### src/rtl/enc_b_t_1.sv
// Binary-to-temporal (race-logic) encoder: one rising edge per channel at the gamma tick equal to its value.
// Optional macro ENC_PULSE_OUT_EN: emit PULSE_WIDTH-cycle pulses clipped at the gamma boundary instead of steps.
module enc_b_t_1 #(
    parameter int GAMMA_CYCLE_WIDTH = 16,
    parameter int PULSE_WIDTH       = 8,
    parameter int NUM_CHANNELS      = 16,
    parameter int INPUT_WIDTH       = $clog2(GAMMA_CYCLE_WIDTH)
) (
    input  logic                                aclk,
    input  logic                                grst,
    input  logic                                in_valid,
    output logic                                in_ready,
    input  logic [NUM_CHANNELS*INPUT_WIDTH-1:0] in_values,
    input  logic [NUM_CHANNELS-1:0]             in_mask,
    output logic [NUM_CHANNELS-1:0]             out,
    output logic                                gamma_start,
    output logic                                active
);

    localparam int G_W   = (GAMMA_CYCLE_WIDTH > 1) ? $clog2(GAMMA_CYCLE_WIDTH) : 1;
    localparam int SUM_W = INPUT_WIDTH + $clog2(PULSE_WIDTH) + 1;
    localparam int CMP_W = ((SUM_W > G_W) ? SUM_W : G_W) + 1;

    localparam logic [G_W-1:0]   G_LAST = G_W'(GAMMA_CYCLE_WIDTH - 1);
    localparam logic [CMP_W-1:0] GCW_C  = CMP_W'(GAMMA_CYCLE_WIDTH);

    logic [G_W-1:0] g_r;
    logic [G_W-1:0] g_nxt_s;
    logic           wrap_s;
    logic           accept_s;

    logic [NUM_CHANNELS-1:0][INPUT_WIDTH-1:0] in_vec_s;

    logic                                     staged_full_r;
    logic [NUM_CHANNELS-1:0][INPUT_WIDTH-1:0] staged_val_r;
    logic [NUM_CHANNELS-1:0]                  staged_mask_r;
    logic                                     staged_full_nxt_s;
    logic [NUM_CHANNELS-1:0][INPUT_WIDTH-1:0] staged_val_nxt_s;
    logic [NUM_CHANNELS-1:0]                  staged_mask_nxt_s;

    logic                                     active_valid_r;
    logic [NUM_CHANNELS-1:0][INPUT_WIDTH-1:0] active_val_r;
    logic [NUM_CHANNELS-1:0]                  active_mask_r;
    logic                                     active_valid_nxt_s;
    logic [NUM_CHANNELS-1:0][INPUT_WIDTH-1:0] active_val_nxt_s;
    logic [NUM_CHANNELS-1:0]                  active_mask_nxt_s;

    logic [CMP_W-1:0]                    g_cmp_s;
    logic [NUM_CHANNELS-1:0][CMP_W-1:0]  val_cmp_s;
    logic [NUM_CHANNELS-1:0]             pulse_ok_s;
    logic [NUM_CHANNELS-1:0]             out_nxt_s;

    logic [NUM_CHANNELS-1:0] out_r;
    logic                    in_ready_r;
    logic                    gamma_start_r;

    assign in_vec_s = in_values;
    assign wrap_s   = (g_r == G_LAST);
    // in_ready mirrors !staged_full, so the handshake never depends on in_valid.
    assign accept_s = in_valid && !staged_full_r;

    // Gamma counter next state; explicit compare keeps non-power-of-2 lengths correct.
    always_comb begin
        g_nxt_s = g_r;
        if (wrap_s) begin
            g_nxt_s = {G_W{1'b0}};
        end else begin
            g_nxt_s = g_r + G_W'(1);
        end
    end

    // Staging / active vector update: ACTIVE only ever changes on the boundary edge.
    always_comb begin
        staged_full_nxt_s  = staged_full_r;
        staged_val_nxt_s   = staged_val_r;
        staged_mask_nxt_s  = staged_mask_r;
        active_valid_nxt_s = active_valid_r;
        active_val_nxt_s   = active_val_r;
        active_mask_nxt_s  = active_mask_r;
        if (wrap_s) begin
            if (staged_full_r) begin
                active_valid_nxt_s = 1'b1;
                active_val_nxt_s   = staged_val_r;
                active_mask_nxt_s  = staged_mask_r;
                staged_full_nxt_s  = 1'b0;
            end else if (accept_s) begin
                active_valid_nxt_s = 1'b1;
                active_val_nxt_s   = in_vec_s;
                active_mask_nxt_s  = in_mask;
            end else begin
                active_valid_nxt_s = 1'b0;
            end
        end else begin
            if (accept_s) begin
                staged_full_nxt_s = 1'b1;
                staged_val_nxt_s  = in_vec_s;
                staged_mask_nxt_s = in_mask;
            end else begin
                staged_full_nxt_s = staged_full_r;
            end
        end
    end

    // Widen counter and values so that value + PULSE_WIDTH - 1 cannot overflow.
    always_comb begin
        g_cmp_s   = CMP_W'(g_nxt_s);
        val_cmp_s = {NUM_CHANNELS*CMP_W{1'b0}};
        for (int i = 0; i < NUM_CHANNELS; i++) begin
            val_cmp_s[i] = CMP_W'(active_val_nxt_s[i]);
        end
    end

`ifdef ENC_PULSE_OUT_EN
    localparam logic [CMP_W-1:0] PW_M1_C = CMP_W'(PULSE_WIDTH - 1);

    // Pulse end limit; g never exceeds GAMMA_CYCLE_WIDTH-1, so pulses clip at the boundary.
    always_comb begin
        pulse_ok_s = {NUM_CHANNELS{1'b0}};
        for (int i = 0; i < NUM_CHANNELS; i++) begin
            if (g_cmp_s <= (val_cmp_s[i] + PW_M1_C)) begin
                pulse_ok_s[i] = 1'b1;
            end else begin
                pulse_ok_s[i] = 1'b0;
            end
        end
    end
`else
    // Step mode: an edge stays high until the next gamma boundary.
    always_comb begin
        pulse_ok_s = {NUM_CHANNELS{1'b1}};
    end
`endif

    // Output next state from next-state g and ACTIVE so out is aligned with g.
    always_comb begin
        out_nxt_s = {NUM_CHANNELS{1'b0}};
        for (int i = 0; i < NUM_CHANNELS; i++) begin
            if (active_valid_nxt_s && active_mask_nxt_s[i] && (val_cmp_s[i] < GCW_C) &&
                (g_cmp_s >= val_cmp_s[i]) && pulse_ok_s[i]) begin
                out_nxt_s[i] = 1'b1;
            end else begin
                out_nxt_s[i] = 1'b0;
            end
        end
    end

    // Counter and vector storage.
    always_ff @(posedge aclk or posedge grst) begin
        if (grst) begin
            g_r            <= {G_W{1'b0}};
            staged_full_r  <= 1'b0;
            staged_val_r   <= {NUM_CHANNELS*INPUT_WIDTH{1'b0}};
            staged_mask_r  <= {NUM_CHANNELS{1'b0}};
            active_valid_r <= 1'b0;
            active_val_r   <= {NUM_CHANNELS*INPUT_WIDTH{1'b0}};
            active_mask_r  <= {NUM_CHANNELS{1'b0}};
        end else begin
            g_r            <= g_nxt_s;
            staged_full_r  <= staged_full_nxt_s;
            staged_val_r   <= staged_val_nxt_s;
            staged_mask_r  <= staged_mask_nxt_s;
            active_valid_r <= active_valid_nxt_s;
            active_val_r   <= active_val_nxt_s;
            active_mask_r  <= active_mask_nxt_s;
        end
    end

    // Registered outputs.
    always_ff @(posedge aclk or posedge grst) begin
        if (grst) begin
            out_r         <= {NUM_CHANNELS{1'b0}};
            in_ready_r    <= 1'b1;
            gamma_start_r <= 1'b1;
        end else begin
            out_r         <= out_nxt_s;
            in_ready_r    <= !staged_full_nxt_s;
            gamma_start_r <= (g_nxt_s == {G_W{1'b0}});
        end
    end

    assign out         = out_r;
    assign in_ready    = in_ready_r;
    assign gamma_start = gamma_start_r;
    assign active      = active_valid_r;

endmodule

### config.mk
export PLATFORM = sky130hd
export DESIGN_NAME = enc_b_t_1
export DESIGN_NICKNAME = d
export VERILOG_FILES = /design/src/rtl/enc_b_t_1.sv
export SDC_FILE = /design/constraint.sdc
export NUM_CORES = 1
export LEC_CHECK = 0
export ABC_CLOCK_PERIOD_IN_PS = 6100
export BUFFER_PORTS_ARGS = -buffer_cell sky130_fd_sc_hd__buf_2
export CAP_MARGIN = 30
export CORE_MARGIN = 3
export CORE_UTILIZATION = 54
export DETAILED_ROUTE_END_ITERATION = 16
export PLACE_DENSITY = 0.76
export SKIP_CTS_REPAIR_TIMING = 1
export SLEW_MARGIN = 20
export SYNTH_ARGS = -nofsm -noshare
export SYNTH_HDL_FRONTEND = slang
export SYNTH_SLANG_ARGS = --single-unit
### constraint.sdc
create_clock -name aclk -period 6.1 [get_ports aclk]
set_clock_uncertainty 0.05 [all_clocks]
set_input_delay 0.915 -clock aclk [delete_from_list [all_inputs] [get_ports aclk]]
set_output_delay 0.915 -clock aclk [all_outputs]
set_load 0.05 [all_outputs]
==> metrics.md <==
| Metric | Value |
|---|---|
| Area contributors post-synth | `dfrtp_1 (47%), ha_1 (8.3%), mux2_2 (8.3%)` |
| Synth top cells by count | `dfrtp_1 (182), mux2_2 (72), ha_1 (65), nand2b_1 (59), a21oi_1 (44)` |
| Worst slack, placed | `2.30 ns` |
| Initial core utilization | `0.558` |
| Final period util | `0.643` |
| TritonCTS clock tree | `yes` |
| DP HPWL | `15.3 mm` |
| Number of remaining DRC errors | `0` |
| Syn Std Cell Area | `9790 sq um` |
| Die ar. | `19800 sq um` |
| Peak supply drop | `0.232 mV` |
| Mean Syn Cell Area | `11.6 sq um` |
| Area Growth Syn to Fin | `12.0%` |
| Syn nets | `991` |
| Num rows | `48` |
| Max Slew Vio Count | `0` |
| Critical path required time | `6.33 ns` |
| Slew HR | `0.330` |
| Synth area leader | `dfrtp_1` |
| Synth top area share | `0.465` |
| Crit Path Class | `reg2reg` |
| DR WL/cell | `21.0 microns` |
| Ys async rst share | `1.00` |
| Min-delay worst type | `in2async` |
| Initial DRC count | `546` |
| Hold Fails Final Rpt | `0` |
| GRT Residual Overflow | `0` |
| R2R Setup Slk | `2.18 ns` |
| Type of origin of the critical path | `flip-flop` |
| Share of cells above drive strength 1 | `0.262` |
| Crit path cell chain | `ha_1, nand3_4, nor2_4, buf_4, buf_4, a221oi_1, ha_1, a2111oi_0, a2111oi_2` |
| Setup violations, final | `0` |
| Synth Warn # | `0` |
| Status | `complete, no violations` |
| Clock sinks | `184` |
| Nets@finish | `1057` |
| Router iterations before antenna repair | `5` |
| Worst setup path start | `g_r[0]` |
| Primary FF master, synth | `dfrtp_1` |
| DRT antenna net count | `0` |
| Unrepaired setup endpoints after global routing | `no` |
| Root buffer cell | `clkbuf_16` |
| First-pass GRT wire length | `39.2 mm` |
| Vias | `7432` |
| Post-synth EDFFs | `0` |
| Seq/Total Area, Yosys | `0.471` |
| Antenna cell count | `0` |
| Die height | `141 microns` |
| Largest net degree at the start of global routing | `106` |
| Delay-heaviest family, CP | `simple AND/OR/NAND/NOR gates` |
| Ports | `102` |
| CP arrival | `4.15 ns` |
| Gpl congestion | `0.796` |
| Reg-to-Reg End | `out[8]` |
| Leak | `4.65 nW` |
| Worst setup margin | `2.18 ns` |
| Levels on crit path | `9` |
| Via-per-instance ratio | `6.48` |
| Number of global-route vias before repair | `7267` |
| Post-synthesis sequential element count | `184` |
| CP peak stage delay | `0.60 ns` |
| Achievable frequency | `0.255 GHz` |
| Worst skew pair latency | `0.44 ns` |
| All-Layer GR Usage | `0.250` |
| CP Capture Point | `out[8]` |
| Slowest-stage cell, CP | `nor2_4` |
| Die Wd | `141 microns` |
| Post-Syn Instances | `843` |
| Core box area | `17500 sq um` |
| Initial antenna violation count | `0` |
| Reg clk slew, reported paths | `0.07 ns` |
| CTS Buf Count | `17` |
| Synth unique cells | `41` |
| CP Capture Type | `flip-flop` |
| Final WL | `24.1 mm` |
| Worst path buffer plus inverter count | `2` |
| Shortest period the worst path allows | `3.92 ns` |
| Worst slew pin tran | `1.01 ns` |
| Power per Cell Area | `289 nW/um^2` |
| # Max-Cap Violations | `0` |
| PortBufs | `101` |
| # H-tree levels | `4` |
| Worst r2r src | `g_r[0]` |
| Reg2reg path depth | `9` |
| Most common cell in the netlist | `dfrtp_1` |
| Crit Path Max Fanout | `42` |
| Final setup TNS | `0 ns` |
| Max Root-Sink Buffers | `2` |
-- state kept, by name (all words and copies together) (netlist names), 4 cells and up --
signal,cells
out,16
staged_mask_r,16
g_r,4
active_mask_r,16
staged_val_r,64
active_val_r,64
-- logic make-up after synthesis --
logic type      Yosys count  share of synthesized area
compound gates          282                      0.226
xor+xnor                  1                   0.000895
fa+ha+maj                65                     0.0831
buf+inv                 103                     0.0499
flops                   184                      0.471
mux                      80                     0.0921
simple gates            128                     0.0772
-- metrics by stage --
step | power [mW] | hold slack [ns] | cells | area [sq um] | util
floorplan | 1.91 | 0.384 | 843 | 9790 | -
global placement | 2.06 | 0.400 | 1113 | 10300 | 0.589
detailed placement | 2.08 | 0.408 | 1114 | 10400 | 0.590
CTS | 3.18 | 0.410 | 1146 | 10900 | 0.623
global route | 3.33 | 0.419 | 1147 | 11000 | 0.625
finish | 3.17 | 0.403 | 1147 | 11000 | 0.625
-- cell type report --
type / instances / area (sq um)
Fill cell: 1402 / 6580
Clock buffer: 18 / 429
Clock inverter: 14 / 150
Inverter: 37 / 146
Sequential cell: 184 / 4610
Tap cell: 225 / 282
Timing Repair Buffer: 113 / 638
Multi-Input combinational cell: 556 / 4700
-- worst reg2reg max path, cell delays in order (launching register included) --
cell	delay (ns)
dfrtp_1	0.37
ha_1	0.30
nand3_4	0.34
nor2_4	0.61
buf_4	0.53
buf_4	0.44
a221oi_1	0.14
ha_1	0.30
a2111oi_0	0.56
a2111oi_2	0.12
-- routing by layer --
layer,vias to the layer above,global-route usage,share of wire
met1,3762,0.362,0.46
met4,0,0.0719,0.019
met3,34,0.0580,0.057
met2,254,0.379,0.46
met5,-,0,0
li1,3382,-,-
-- worst min path at each step --
stage / endpoint / cells after the start / slack, ns
5_1_grt: staged_val_r[60] / 2 / 0.42
4_1_cts: staged_val_r[60] / 2 / 0.41
6_report: staged_val_r[60] / 2 / 0.40
3_3_place_gp: g_r[0] / 1 / 0.40
3_5_place_dp: g_r[0] / 1 / 0.41
2_1_floorplan: active_mask_r[3] / 2 / 0.38
-- power by group --
| part | internal, mW | total [mW] | leakage, nW | switching, mW |
|---|---|---|---|---|
| sequential | 1.39 | 1.49 | 2.15 | 0.108 |
| combinational | 0.279 | 0.571 | 2.21 | 0.293 |
| clock | 0.608 | 1.11 | 0.283 | 0.497 |
-- cells in the final DEF (no fill, tap or decap), types with 3 or more instances in the layout --
cell type  count
clkinv_2       4
inv_6          3
a2111oi_2     13
o22ai_1       20
a31oi_1       14
nor2_1         3
o22a_1        12
ha_1          65
nand3_1       42
a22oi_1       14
o21ai_0       37
a21oi_1       44
a221o_1       42
o21a_1         6
buf_2        100
a221oi_1      42
mux2_1         8
buf_4         11
clkbuf_16     17
nor2b_1       15
mux2_2        72
a2111oi_0     18
inv_1         35
nand2b_1      59
o2bb2ai_1     16
dfrtp_1      181
No activity file was read; power rests on OpenSTA's default activity.
